**src/rtl/serial_to_parallel.sv**
```systemverilog
// LSB-first serial-to-parallel collector with a one-word holding register.
// The word consumer and the bit producer are decoupled by a valid/ready handshake.
module serial_to_parallel #(
  parameter  int WIDTH = 8,
  localparam int IDX_W = $clog2(WIDTH)
) (
  input  logic             clk,
  input  logic             rst,
  input  logic             clear,
  input  logic             bit_in,
  input  logic             bit_valid,
  output logic             bit_ready,
  output logic [IDX_W-1:0] bit_index,
  output logic [WIDTH-1:0] data_out,
  output logic             data_valid,
  input  logic             data_ready
);

  localparam logic [IDX_W-1:0] LAST = IDX_W'(WIDTH - 1);

  // The final bit goes straight into data_out, so only WIDTH-1 positions are stored.
  logic [WIDTH-2:0] shift;
  logic             last;
  logic             accept;

  assign last      = (bit_index == LAST);
  assign bit_ready = !(last && data_valid && !data_ready);
  assign accept    = bit_valid && bit_ready;

  always_ff @(posedge clk or posedge rst) begin
    if (rst) begin
      bit_index  <= '0;
      shift      <= '0;
      data_out   <= '0;
      data_valid <= 1'b0;
    end else if (clear) begin
      bit_index  <= '0;
      shift      <= '0;
      data_valid <= 1'b0;
    end else begin
      if (accept) begin
        for (int k = 0; k < WIDTH - 1; k++)
          if (bit_index == IDX_W'(k)) shift[k] <= bit_in;
        bit_index <= last ? '0 : IDX_W'(bit_index + 1'b1);
      end
      // A completing word wins over a consume on the same edge: no bubble.
      if (accept && last) begin
        data_out   <= {bit_in, shift};
        data_valid <= 1'b1;
      end else if (data_valid && data_ready) begin
        data_valid <= 1'b0;
      end
    end
  end

endmodule
```
**config.mk**
```make
export PLATFORM = sky130hd
export DESIGN_NAME = serial_to_parallel
export DESIGN_NICKNAME = d
export VERILOG_FILES = /design/src/rtl/serial_to_parallel.sv
export SDC_FILE = /design/constraint.sdc
export NUM_CORES = 1
export LEC_CHECK = 0
export CAP_MARGIN = 15
export CORE_MARGIN = 4
export CORE_UTILIZATION = 30
export CTS_BUF_LIST = sky130_fd_sc_hd__clkbuf_8 sky130_fd_sc_hd__clkbuf_16
export CTS_CLUSTER_DIAMETER = 200
export DETAILED_ROUTE_END_ITERATION = 16
export PLACE_DENSITY_LB_ADDON = 0.2
export SLEW_MARGIN = 20
export SYNTH_ARGS = -nofsm -noshare
export SYNTH_HDL_FRONTEND = slang
export SYNTH_SLANG_ARGS = --single-unit
```
**constraint.sdc**
```tcl
create_clock -name clk -period 2.01 [get_ports clk]
set_input_delay 0.603 -clock clk [delete_from_list [all_inputs] [get_ports clk]]
set_output_delay 0.603 -clock clk [all_outputs]
set_load 0.02 [all_outputs]
```
* Word-level counts from Yosys, hierarchy flattened
Index checks and enable logic that the tools add are counted.
** Storage, ports and cells
- Register bits :: 19
- Bits in latches :: 0
- Bits in writable memories :: 0
- Bits in read-only memories :: 0
- Input port bits :: 6
- Output and inout bits :: 13
- Word-level logic and storage cells :: 59
- Memories :: 0
** Cells by class
- Add/sub/neg operators :: 1
- Multipliers :: 0
- Div/mod/pow operators :: 0
- Magnitude comparators :: 0
- Eq/ne operators :: 7
- Shift-type cells :: 0
- Mux-type cells :: 15
- Bitwise operators :: 1
- Reduce and logical (&&, ||, !) cells :: 25
** Operator list (number)
- $reduce_and A2 Y1 :: 8
- $reduce_bool A2 Y1 :: 8
- $mux W7 :: 2
- $eq A3 B3 Y1 const B :: 4
- $mux W1 :: 10
- $mux W3 :: 3
- $eq A3 B2 Y1 const B :: 2
- $logic_and A1 B1 Y1 :: 5
- $add A3 B1 Y3 const B :: 1
- $eq A3 B1 Y1 const B :: 1
- $logic_not A3 Y1 :: 1
- $reduce_bool A3 Y1 :: 1
- $logic_not A1 Y1 :: 2
- $not A1 Y1 :: 1

* Depth between registers and ports, before layout
Gate-level depths: netlist (run 1).
- Depth in word-level cells :: 8
- Gate-level depth with buffers :: 6
- Depth with buffers taken out :: 5

* Worst setup path after synthesis (run 1)
Ideal clock, no wire load.
- Path type :: reg2out
- From :: register bit_index[0]
- To :: output port bit_ready
- Arrival time :: 1.267 ns
- Required time :: 1.407 ns
- Setup slack :: 0.140 ns
- Cell stages (with the launch flop) :: 5
- Buffers on the path :: 1
- Path through :: dfrtp_1 > ha_1 > ha_1 > nand3b_1 > buf_2
** On the way
- Word-level cells in the longest chain between the ends :: 4
** Ends and longest elaborated chain
- from (decl) :: RTL line 13 : output logic [IDX_W-1:0] bit_index,
- from (signal assigned) :: RTL line 44 : bit_index <= last ? '0 : IDX_W'(bit_index + 1'b1);
- $eq A3 B3 Y1 :: RTL line 26 : assign last = (bit_index == LAST);
- $logic_and A1 B1 Y1 (2 in a row) :: RTL line 27 : assign bit_ready = !(last && data_valid && !data_ready);
- $logic_not A1 Y1 :: RTL line 27
- to (decl) :: RTL line 12 : output logic bit_ready,
Every way passes these cells.

* Worst setup path in the final report (run 1)
- From :: input port data_ready
- To :: output port bit_ready
** On the way
- Word-level cells in the longest chain between the ends :: 3
** Ends and longest elaborated chain
- from (decl) :: RTL line 16 : input logic data_ready
- $logic_not A1 Y1 :: RTL line 27
- $logic_and A1 B1 Y1 :: RTL line 27
- $logic_not A1 Y1 :: RTL line 27
Every way passes these cells.

==> summary by stage, run 1 <==
Run
The tool flagged a number of max-cap violations equal to 0.

Outcome
The run finished with clean final reports.

Timing
The post-route clock skew is around 0.0044 ns. Setup repair after global routing left no endpoint under its margin. The highest achievable clock rate is between 500 and 600 MHz. The slew at the pin with the worst max-slew slack is roughly 0.25 ns. The final-layout setup total negative slack is 0 ns. The post-route minimum period is between 1.5 and 2 ns. The count of final hold-check violations is 0. The number of max-slew violations in the final report is 0. The worst slew margin relative to its limit is 82.9%. Across all setup checks in the final design, the least slack found is 0.0644 ns. Setup violations remaining at the end of the flow were counted as 0. The share of the cycle needed by the critical path after routing is between 90% and 100%.

Routing
Dividing the detail-routed wire length by the instance count gives 12.1 um. The via count is ~660. Wires add up to roughly 1800 um.

In this run, the number of DRC markers left after iteration 0 of detailed routing was 18. The first TritonRoute pass finished after 4 iterations. The number of antenna-violating nets in the routed design is 0. Dividing the detail-routed via count by the number of cells gives roughly 4.4.

The remaining design rule violation count is 0.

GRT
The number of global-route vias before repair is 630. The initial antenna violation count came to 0. The first-pass GRT wire length is between 3000 and 4000 um. The leftover overflow at the end of global routing is 0. Entering global routing, the biggest net connects 20 pins. Global routing used 9.33% of the available tracks across all layers.

Placed design
The congestion estimate from routability-driven global placement came to around 0.74. The post-placement worst setup slack is -0.387 ns. The count of input and output buffers is 18.

After detailed placement, the design holds a cell count of between 100 and 150. The total placed instance area is around 1200 um^2. The wire-length estimate of the detail-placed layout is around 1300 um.

Clock network
The H-tree depth reported by CTS is 1. The number of buffers between clock root and the deepest sink is 2. The TritonCTS buffer count is 3. The later pin in the worst-skew pair is clocked with a latency of around 0.25 ns. TritonCTS built the clock tree. After clock tree synthesis, the setup repair step added 0 buffers. The root buffer cell is sky130_fd_sc_hd__clkbuf_8.

CTS saw 19 sinks. After clock tree synthesis, the clock-pin slew on the worst setup and hold paths is ~0.07 ns.

Power
The largest vdd supply drop is 0.322 mV. For this design the ratio of total power to cell area is 587 nW/um^2. Summed over all cells, the static leakage comes to ~0.64 nW.

Cells and area
The number of fill cells in the layout is 316. 0 antenna diodes ended up in the layout. In the layout the commonest cells are sky130_fd_sc_hd__dfrtp_1, sky130_fd_sc_hd__clkdlybuf4s50_1, sky130_fd_sc_hd__buf_4, sky130_fd_sc_hd__nand2_1, sky130_fd_sc_hd__mux2_4. The cell area after layout is between 1000 and 1500 um^2. The final layout contains between 100 and 150 nets. The layout-stage area growth over the synthesis result is 34.4%. The share of post-route cells with drive strength above 1 is between 20% and 30%. Excluding fillers, the count of instances in the completed layout stands at around 150.

The most common cell after layout, fill and taps aside is sky130_fd_sc_hd__dfrtp_1.

Hold path
For hold timing, the worst endpoint is data_out[2]. The worst hold path begins at shift[2]. Along the worst hold path, the cell count comes to 1. The worst hold path class is reg -> reg.

Floorplan
The area enclosed by the die boundary is approximately 4100 um^2. The die outline width is 64.3 um. The count of boundary I/O pins is 19. The core region is 3050 um^2.

The die boundary height is between 60 and 70 um. The starting density of the core is 31.1%. After floorplanning, the core was divided into 20 placement rows.

Synthesis
By area, the combinational part of the netlist is dominated by multiplexers. The complex-gate fraction of the synthesized area is slightly above 4%. The fraction of synthesized area in multiplexers is 20.0%. After synthesis, the netlist uses 21 different library cells. The synthesized design contains 19 register bits. After synthesis the cells add up to 950 um^2. The post-synthesis sequential area ratio is between 50% and 60%.

The synthesized netlist devotes 13.2% of its cell area to simple gates. The post-synth net total is 88. A synthesized cell averages approximately 12 um^2. Summing the areas of all fa, ha and maj instances in the mapped netlist gives about 8% of the synthesized area. Of the total synthesized cell area, the portion taken by XOR and XNOR cells is 0%. The cell count after synthesis is between 70 and 80. The Yosys step of the flow raised 0 warnings.

Critical path
The worst register-to-register path has a setup slack of 0.44 ns. STA classifies the critical path endpoint as an output pin. The origin of the critical flop-to-flop path is bit_index[0]. At the worst endpoint, the required time is ~1.4 ns. The setup path with the least slack is of type in -> out. For the worst flop-to-flop path, the logic depth is 5.

The reg-to-reg critical path endpoint is data_out[5]. The worst setup path is launched from an input pin. Data arrives at the worst endpoint at around 1.3 ns. Along the worst path, the maximum fanout reaches 2.
logic make-up after synthesis:
family          count (synthesis)
simple gates                   22
compound gates                  5
flops                          19
fa+ha+maj                       6
mux                            15
buf+inv                         9
cells in the mapped netlist (all sizes together):
cell type   n  area share [%]
nand2       9             3.6
and4        1             1.2
a311oi      1            0.92
mux2i       7             7.4
inv         5             2.0
nand2b      1            0.66
ha          6             7.9
nand4       3             2.0
o21bai      1            0.79
nor2b       1            0.66
a31o        2             1.8
nand3b      1            0.79
nand3       4             2.1
and4bb      1             1.3
dfrtp      19              50
a21oi       1            0.53
nor4b       1            0.92
mux2        8              13
buf         4             2.8
power by group:
part | leakage, nW | total [W] | internal, W | switching, W
clock network | 0.0269 | 0.000253 | 0.000136 | 0.000118
registers | 0.262 | 0.000397 | 0.000392 | 0.00000529
logic | 0.349 | 0.0000984 | 0.0000484 | 0.0000500
total | 0.638 | 0.000749 | 0.000576 | 0.000173
area by class of cell:
cell class,instances,area (um^2),area share [%]
Sequential cell,19,475,37.3
Clock inverter,1,3.75,0.294
Clock buffer,3,41.3,3.24
Inverter,5,18.8,1.47
Multi-Input combinational cell,48,429,33.6
Timing Repair Buffer,28,253,19.8
Tap cell,44,55.1,4.31
critical path: stages:
cell and delay [ns]:
sky130_fd_sc_hd__clkdlybuf4s50_1 0.46, sky130_fd_sc_hd__nand3b_1 0.11, sky130_fd_sc_hd__buf_2 0.17
stage by stage:
| step | util, % | hold slack, ns | power, W |
|---|---|---|---|
| after floorplan | - | 0.481 | 0.000456 |
| after global placement | 40.4 | 0.492 | 0.000503 |
| after detailed placement | 40.4 | 0.491 | 0.000504 |
| after CTS | 41.7 | 0.510 | 0.000761 |
| after global routing | 41.8 | 0.515 | 0.000787 |
| final | 41.8 | 0.509 | 0.000749 |
how the worst max path moves through the flow:
stage                            start  slack (ns)  depth (start not counted)      endpoint
after global routing      bit_index[0]       0.009                          2  bit_index[0]
final                       data_ready        0.06                          3     bit_ready
after global placement      data_ready       -0.38                          3     bit_ready
after floorplan           bit_index[0]        0.14                          4     bit_ready
after detailed placement    data_ready       -0.39                          3     bit_ready
after CTS                 bit_index[2]       0.009                          2  bit_index[2]
sequential cells by signal (all words and copies together) (netlist names):
signal	cells
data_out	8
bit_index	3
data_valid	1
shift	7
per-layer routing:
layer / global-route usage (%) / vias to the layer above / routed length [um]
met2: 14.3 / 17 / 795
met1: 12.4 / 317 / 863
met5: 0 / - / 0
met3: 3.34 / 2 / 113
li1: - / 320 / -
met4: 2.37 / 0 / 17
timing repair:
action                     CTS  global route
gates resized for setup      4             1
hold buffers                 0             0
hold endpoints to repair     0             0
setup endpoints to repair    1             1
No activity file was read; power rests on OpenSTA's default activity.
==> run 2, diff against run 1 <==
--- a/config.mk
+++ b/config.mk
@@ -7,10 +7,11 @@
 export LEC_CHECK = 0
 export CAP_MARGIN = 15
 export CORE_MARGIN = 4
-export CORE_UTILIZATION = 30
+export CORE_UTILIZATION = 49
 export CTS_BUF_LIST = sky130_fd_sc_hd__clkbuf_8 sky130_fd_sc_hd__clkbuf_16
-export CTS_CLUSTER_DIAMETER = 200
+export CTS_CLUSTER_DIAMETER = 60
 export DETAILED_ROUTE_END_ITERATION = 16
+export GPL_TIMING_DRIVEN = 0
 export PLACE_DENSITY_LB_ADDON = 0.2
 export SLEW_MARGIN = 20
 export SYNTH_ARGS = -nofsm -noshare
==> run 2 against run 1 <==
Critical path depth grew 2. Final area grew 4.5%. Clock skew shrank 0.0029 ns. Routed wire length grew 7.9%. Non-clock buffer count grew 5. Largest cell class unchanged. Die area shrank 34%. Highest routed layer unchanged.
==> summary by stage, run 2 (synthesized netlist as in run 1, its figures left out) <==
Outcome
The flow ran to the end, and the final reports show no timing, DRC or antenna violations.

GRT
The first-pass GRT wire length is 3290 um (+8.6%). The pin count of the biggest net entering global routing is 20 (unchanged). The number of global-route vias before repair came to 703 (+12%). The initial antenna violation count came to 0 (unchanged). The leftover overflow at the end of global routing is 0 (unchanged).

The overall routing resource usage is 16.6% (+7.3 points).

Cells and area
The library cell used most frequently in the layout, excluding fill and tap cells, is sky130_fd_sc_hd__dfrtp_1. The layout-stage area growth over the synthesis result is 40.4%. In the final layout, the registers with the most flip-flops are data_out (8), shift (7), bit_index (3). The cell area after layout came to 1330 um^2 (+4.5%). The multi-input gate area in the final layout is 460 um^2 (+7.3%).

The share of post-route cells with drive strength above 1 is 33.9% (+8.0 points). The register with the most flip-flops in the final layout is data_out. The number of fill cells in the layout is 120 (-62%). The register area is 478 um^2 (+0.53%). The number of standard cells in the layout, taps in and fillers out is 134 (-9.5%).

The number of nets in the layout is 122 (+4.3%). The flip-flop count of the largest register after layout was 8 (unchanged). The top cell types in the final layout, fill and taps aside, are sky130_fd_sc_hd__dfrtp_1, sky130_fd_sc_hd__clkdlybuf4s50_1, sky130_fd_sc_hd__buf_4, sky130_fd_sc_hd__mux2_4, sky130_fd_sc_hd__nand2_1. The antenna diode count was 0 (unchanged).

Floorplan
The area of the placeable core was 1780 um^2 (-42%). The count of boundary I/O pins is 19 (unchanged). The die boundary height is 52.0 um (-19%). The area enclosed by the die boundary was 2710 um^2 (-34%).

The number of rows created at floorplan is 15 (-25%). The die outline width was 52.0 um (-19%). The starting density of the core is 53.3% (+22 points).

Routing
The total iterations of the first detailed-routing run is 4 (unchanged). The remaining design rule violation count is 0 (unchanged). The detailed-route wire length is 1930 um (+7.9%). The number of antenna-violating nets in the routed design is 0 (unchanged). The via count is 693 (+5.6%). The number of vias per cell after detailed routing came to 5.17 (+17%).

The count of routing violations after the opening detailed-route iteration is 4 (-14). The routed wirelength normalized by instance count is 14.4 um (+19%).

Placed design
The half-perimeter wire length after placement is 1210 um (-4.4%). The count of input and output buffers is 18 (unchanged). The number of placed instances, taps included is 119 (-17%).

The total placed instance area is 1160 um^2 (-5.9%). The post-placement worst setup slack was -0.605 ns (-0.218 ns). The global placement routability congestion came to 0.761 (+2.7%).

Critical path
The slowest library cell on the worst path is sky130_fd_sc_hd__dfrtp_2. The kind of start point of the critical path is a flop. The critical path capture point type is an output pin. The data arrival at the endpoint of the critical path is 1.38 ns (+0.04 ns). The setup slack of the worst register-to-register path is 0.10 ns (-0.34 ns).

In this design, the critical path's most frequently occurring cell is sky130_fd_sc_hd__buf_6. Among cell families on the critical path, the largest total delay comes from flip-flops. The class of the most critical setup path is reg -> out.

The critical path goes through ha_2, ha_4, nand3b_1, buf_6, buf_6. The number of buffers and inverters on the critical path is 2 (unchanged). The largest stage delay on the critical path came to 0.42 ns (-0.04 ns).

The maximum net fanout on the critical path is 2 (unchanged). The required time at the endpoint of the critical path is 1.41 ns (about the same).

Timing
The highest achievable clock rate is 505 MHz (-1.7%). The post-route minimum period is 1.98 ns (+0.0335 ns). The total of endpoints with negative setup slack in the final report is 0 (unchanged). The share of the cycle needed by the critical path after routing is 98.5% (+1.7 points). The slew at the pin with the worst max-slew slack was 0.717 ns (+0.464 ns). The post-route clock skew is 0.00153 ns (-0.00287 ns).

The count of final hold-check violations came to 0 (unchanged). The number of max-slew violations in the final report is 0 (unchanged). The worst slew margin relative to its limit is 52.1% (-31 points). The post-route worst setup slack was 0.0309 ns (-0.0335 ns).

The worst hold slack is 0.510 ns (+0.000330 ns). Setup repair after global routing could not meet its margin everywhere.

Run
The max-capacitance violation count was 0 (unchanged).

Clock network
The later-pin clock latency in the skew report was 0.25 ns (about the same). The count of hold-fix buffers inserted at cts is 0 (unchanged). The H-tree depth reported by CTS is 1 (unchanged). The clock edge transition at the registers on the reported setup and hold paths is 0.07 ns (about the same).

The number of buffers between clock root and the deepest sink is 2 (unchanged). The clock tree from TritonCTS is built. The root buffer cell is sky130_fd_sc_hd__clkbuf_8. The TritonCTS buffer count is 3 (unchanged). The clock sink total came to 19 (unchanged).

Power
The largest vdd supply drop is 0.314 mV (-2.3%). The static power due to leakage is 0.676 nW (+5.9%). The total power divided by cell area was 559 nW/um^2 (-4.7%). The power after layout came to 0.000745 W (-0.45%).

Hold path
The path class of the tightest hold or removal check is reg -> reg.
[run 2: cell types whose count changed in the layout (fill, tap and decap cells not counted), moves of 2 or more]
cell                              previous run  this run
sky130_fd_sc_hd__buf_6                       0         3
sky130_fd_sc_hd__clkdlybuf4s50_1            16        14
sky130_fd_sc_hd__ha_1                        6         4
sky130_fd_sc_hd__dfrtp_2                     0         2
sky130_fd_sc_hd__dfrtp_1                    19        17
[run 2: power breakdown]
part	internal, W	switching (W)
clock	0.000135	0.000115
combinational	0.0000439	0.0000498
sequential	0.000392	0.00000891
[run 2: what timing repair did]
| item | 4_1_cts | 5_1_grt |
|---|---|---|
| endpoints found under the setup margin | 1 | 6 |
| pin swaps | 1 | 2 |
| endpoints found under the hold margin | 0 | 0 |
| resized for setup | 11 | 8 |
| buffers inserted | 11 | 1 |
[run 2: worst reg2reg max path: cells and delay by family (launching register included)]
| kind | cells | cell delay (ns) |
|---|---|---|
| compound gates | 1 | 0.24 |
| fa+ha+maj | 2 | 0.36 |
| flops | 1 | 0.42 |
| buf+inv | 6 | 0.60 |
| simple gates | 2 | 0.18 |
[run 2: layer usage]
metal	up-vias	global-route usage (%)	share of wire, %
li1	331	-	-
met1	338	21.0	44
met3	6	3.44	4.6
met5	-	0	0
met4	0	6.55	1.9
met2	18	27.4	49
[run 2: layout make-up]
cell class                 count  area share, %
buffer                         4           2.44
sequential                    19           35.8
clock buffer                   3           3.10
tap                           25           2.35
clock inverter                 1          0.281
timing repair buffer          29           20.1
multi-input combinational     48           34.5
inverter                       5           1.41
[run 2: metrics by stage]
| stage | setup TNS (ns) | utilization, % |
|---|---|---|
| finish | 0 | 74.8 |
| global route | -0.0117 | 74.8 |
| CTS | 0 | 72.8 |
| detailed placement | -0.732 | 65.1 |
| global placement | -0.620 | 65.1 |
| floorplan | 0 | - |
[run 2: worst paths after layout]
| check | from | end | depth (start not counted) |
|---|---|---|---|
| worst max-delay path | bit_index[0] | bit_ready | 5 |
| worst min-delay path | shift[3] | data_out[3] | 1 |
| worst max register to register | bit_index[0] | bit_index[1] | 11 |
| worst min register to register | shift[3] | data_out[3] | 1 |
| max in group asynchronous | rst | bit_index[2] | 2 |
| min in group asynchronous | rst | shift[5] | 2 |
==> run 3, diff against run 2 <==
--- a/config.mk
+++ b/config.mk
@@ -5,9 +5,10 @@
 export SDC_FILE = /design/constraint.sdc
 export NUM_CORES = 1
 export LEC_CHECK = 0
+export ABC_AREA = 1
 export CAP_MARGIN = 15
 export CORE_MARGIN = 4
-export CORE_UTILIZATION = 49
+export CORE_UTILIZATION = 51
 export CTS_BUF_LIST = sky130_fd_sc_hd__clkbuf_8 sky130_fd_sc_hd__clkbuf_16
 export CTS_CLUSTER_DIAMETER = 60
 export DETAILED_ROUTE_END_ITERATION = 16
==> run 3 against run 2 <==
Largest cell class unchanged. Clock power is 5% higher. Highest routed layer unchanged. Critical path depth is 4 lower. Sequential power hardly changed.
==> summary by stage, run 3 <==
Outcome
The run finished with clean final reports.

Clock network
The root buffer cell is sky130_fd_sc_hd__clkbuf_8. The clock sink total came to 19 (unchanged). The number of buffers between clock root and the deepest sink is 2 (unchanged). The count of hold-fix buffers inserted at cts was 0 (unchanged). The TritonCTS buffer count was 3 (unchanged). TritonCTS built the clock tree. The H-tree depth reported by CTS is 1 (unchanged).

The clock edge transition at the registers on the reported setup and hold paths is 0.07 ns (about the same). The later-pin clock latency in the skew report is 0.26 ns (about the same).

Synthesis
The unique cell type count in the Yosys netlist came to 16 (-24%). By area the synthesized netlist is led by sky130_fd_sc_hd__dfrtp_1, sky130_fd_sc_hd__nand2_1, sky130_fd_sc_hd__ha_1. The post-synth net total is 145 (+65%). The post-synthesis sequential area ratio is 44.4% (-5.6 points).

The mean cell area of the mapped netlist is 8.04 um^2 (-36%). The cell taking the most area after synthesis is sky130_fd_sc_hd__dfrtp_1. The predominant post-synthesis flop cell is sky130_fd_sc_hd__dfrtp_1. The number of warnings issued by yosys is 0 (unchanged). The number of flops mapped to enable cells by yosys is 0 (unchanged). The async set or reset register ratio after synthesis is 100% (unchanged). Counting instances in the post-synthesis netlist gives the leading cell types as sky130_fd_sc_hd__nand2_1, sky130_fd_sc_hd__inv_1, sky130_fd_sc_hd__dfrtp_1. The cell count after synthesis is 133 (+75%). The post-synth design cell area was 1070 um^2 (+13%). The dominant cell by count in the synthesized netlist is sky130_fd_sc_hd__nand2_1. The area share of the largest cell type after synthesis is 44.4% (-5.6 points). The synthesized flop and latch total came to 19 (unchanged).

Floorplan
The area of the placeable core is 1980 um^2 (+11%). The die boundary height is 53.8 um (+3.4%). The number of rows created at floorplan is 16 (+1). The count of boundary I/O pins is 19 (unchanged). The area enclosed by the die boundary is 2890 um^2 (+6.9%). The die outline width is 53.8 um (+3.4%). The starting density of the core is 54.0% (+0.71 points).

GRT
The leftover overflow at the end of global routing is 0 (unchanged). The number of global-route vias before repair is 855 (+22%). The initial antenna violation count was 0 (unchanged). The pin count of the biggest net entering global routing is 20 (unchanged).

The first-pass GRT wire length is 3650 um (+11%). The overall routing resource usage is 17.9% (+1.3 points).

Cells and area
The flip-flop count of the largest register after layout came to 8 (unchanged). The number of standard cells in the layout, taps in and fillers out is 185 (+38%). The cell area after layout is 1360 um^2 (+1.8%). The largest register by flop count is data_out. The number of fill cells in the layout came to 157 (+31%). The largest registers in the layout are data_out (8), shift (7), bit_index (3). The library cell used most frequently in the layout, excluding fill and tap cells, is sky130_fd_sc_hd__nand2_1.

The share of post-route cells with drive strength above 1 was 12.7% (-21 points). Leaving out fill and tap cells, the most frequent cells in the layout are sky130_fd_sc_hd__nand2_1, sky130_fd_sc_hd__inv_1, sky130_fd_sc_hd__dfrtp_1, sky130_fd_sc_hd__clkdlybuf4s50_1, sky130_fd_sc_hd__nand3_1. The number of nets in the layout is 171 (+40%).

The antenna diode count was 0 (unchanged). The area growth from synthesis to layout is 26.9%.

Routing
The number of vias per cell after detailed routing was 4.84 (-6.3%). The routed wirelength normalized by instance count is 11.9 um (-17%). The total iterations of the first detailed-routing run is 4 (unchanged).

The count of routing violations after the opening detailed-route iteration came to 17 (+13). The number of antenna-violating nets in the routed design was 0 (unchanged). The detailed-route wire length was 2210 um (+14%). The remaining design rule violation count is 0 (unchanged). The via count was 896 (+29%).

Timing
Setup repair after global routing left no endpoint under its margin. The highest achievable clock rate is 507 MHz (+0.41%). The share of the cycle needed by the critical path after routing is 98.1% (-0.41 points). The worst slew margin relative to its limit is 51.5% (-0.65 points). The post-route clock skew is 0.00256 ns (+0.00104 ns). The worst hold slack is 0.477 ns (-0.0326 ns). The post-route minimum period was 1.97 ns (-0.00816 ns). The post-route worst setup slack came to 0.0391 ns (+0.00816 ns).

The number of max-slew violations in the final report is 0 (unchanged). The total of endpoints with negative setup slack in the final report is 0 (unchanged). The slew at the pin with the worst max-slew slack is 0.727 ns (+0.00976 ns).

The count of final hold-check violations came to 0 (unchanged).

Placed design
The count of input and output buffers came to 18 (unchanged). The number of placed instances, taps included is 178 (+50%). The total placed instance area is 1280 um^2 (+11%).

The post-placement worst setup slack is -0.615 ns (-0.00949 ns). The half-perimeter wire length after placement was 1530 um (+26%). The global placement routability congestion is 0.838 (+10%).

Run
The max-capacitance violation count is 0 (unchanged).

Critical path
The kind of cell adding the most delay to the critical path is buffers and inverters. The required time at the endpoint of the critical path is 1.41 ns (about the same). Among all stages on the critical path, the largest delay is contributed by sky130_fd_sc_hd__clkdlybuf4s50_1. The maximum net fanout on the critical path came to 3 (+1). The largest stage delay on the critical path was 0.66 ns (+0.24 ns). The kind of start point of the critical path is a flop.

The number of buffers and inverters on the critical path is 1 (-1). The data arrival at the endpoint of the critical path was 1.37 ns (about the same). The critical path capture point type is an output pin.

The setup path with the least slack is of type reg -> out. The signal on the critical path passes through clkdlybuf4s50_1.

Power
The largest vdd supply drop is 0.462 mV (+47%). The static power due to leakage is 0.763 nW (+13%). The total power divided by cell area is 562 nW/um^2 (+0.67%).

Hold path
The worst hold path class is reg -> reg.
[run 3: cell count changes after synthesis, sizes merged, moves of 2 or more]
cell and delta:
nand3 +8, nand2 +45, a31o -2, mux2 -8, nor2 +4, mux2i -7
nand4 +8, inv +16
[run 3: cells by family after synthesis]
logic type | Yosys count | synth area share, %
and+or+nand+nor | 81 | 35.8
buffers and inverters | 26 | 12.3
DFF | 19 | 44.4
adders and majority gates | 6 | 7.02
AOI/OAI and AO/OA | 1 | 0.467
[run 3: power breakdown]
part | internal (W) | total [W] | switching, W
registers | 0.000393 | 0.000400 | 0.00000663
clock network | 0.000136 | 0.000262 | 0.000126
logic | 0.0000423 | 0.000102 | 0.0000594
[run 3: worst min-delay path, stage by stage, from the launching register on]
cell and delay, ns:
sky130_fd_sc_hd__dfrtp_1 0.35, sky130_fd_sc_hd__nand2_1 0.05, sky130_fd_sc_hd__nand2_1 0.05
[run 3: worst paths after layout]
check                             start      endpoint  slack, ns  depth (start not counted)
setup / recovery           bit_index[2]  bit_index[2]       0.04                          1
hold / removal                 shift[1]   data_out[1]       0.48                          2
setup reg to reg           bit_index[0]      shift[5]       0.43                          9
hold reg to reg                shift[1]   data_out[1]       0.48                          2
max in group asynchronous           rst   data_out[4]       0.79                          2
min in group asynchronous           rst      shift[0]       0.76                          2
[run 3: area by class of cell]
class	count	area [um^2]	share of cell area, %
Sequential cell	19	475	35.0
Multi-Input combinational cell	88	475	35.0
Timing Repair Buffer	22	208	15.3
Inverter	21	78.8	5.81
Clock buffer	3	41.3	3.04
Buffer	4	41.3	3.04
Tap cell	27	33.8	2.49
Clock inverter	1	3.75	0.276
[run 3: layer usage]
metal	track usage, %	wire length (um)	up-vias
met3	4.71	94	5
li1	-	-	463
met4	10.2	35	0
met5	0	0	-
met1	21.3	1030	407
met2	29.0	1050	21
[run 3: through the flow]
step,util (%),total power (W),setup TNS (ns)
after floorplan,-,0.000469,0
after global placement,64.8,0.000500,-0.589
after detailed placement,64.8,0.000502,-0.615
after CTS,68.5,0.000772,0
after global routing,68.5,0.000791,0
final,68.5,0.000764,0
[run 3: repair_timing]
action,in CTS,in global routing
gates resized for setup,8,0
endpoints found under the setup margin,1,0
setup buffers,4,0
hold endpoints to repair,0,0
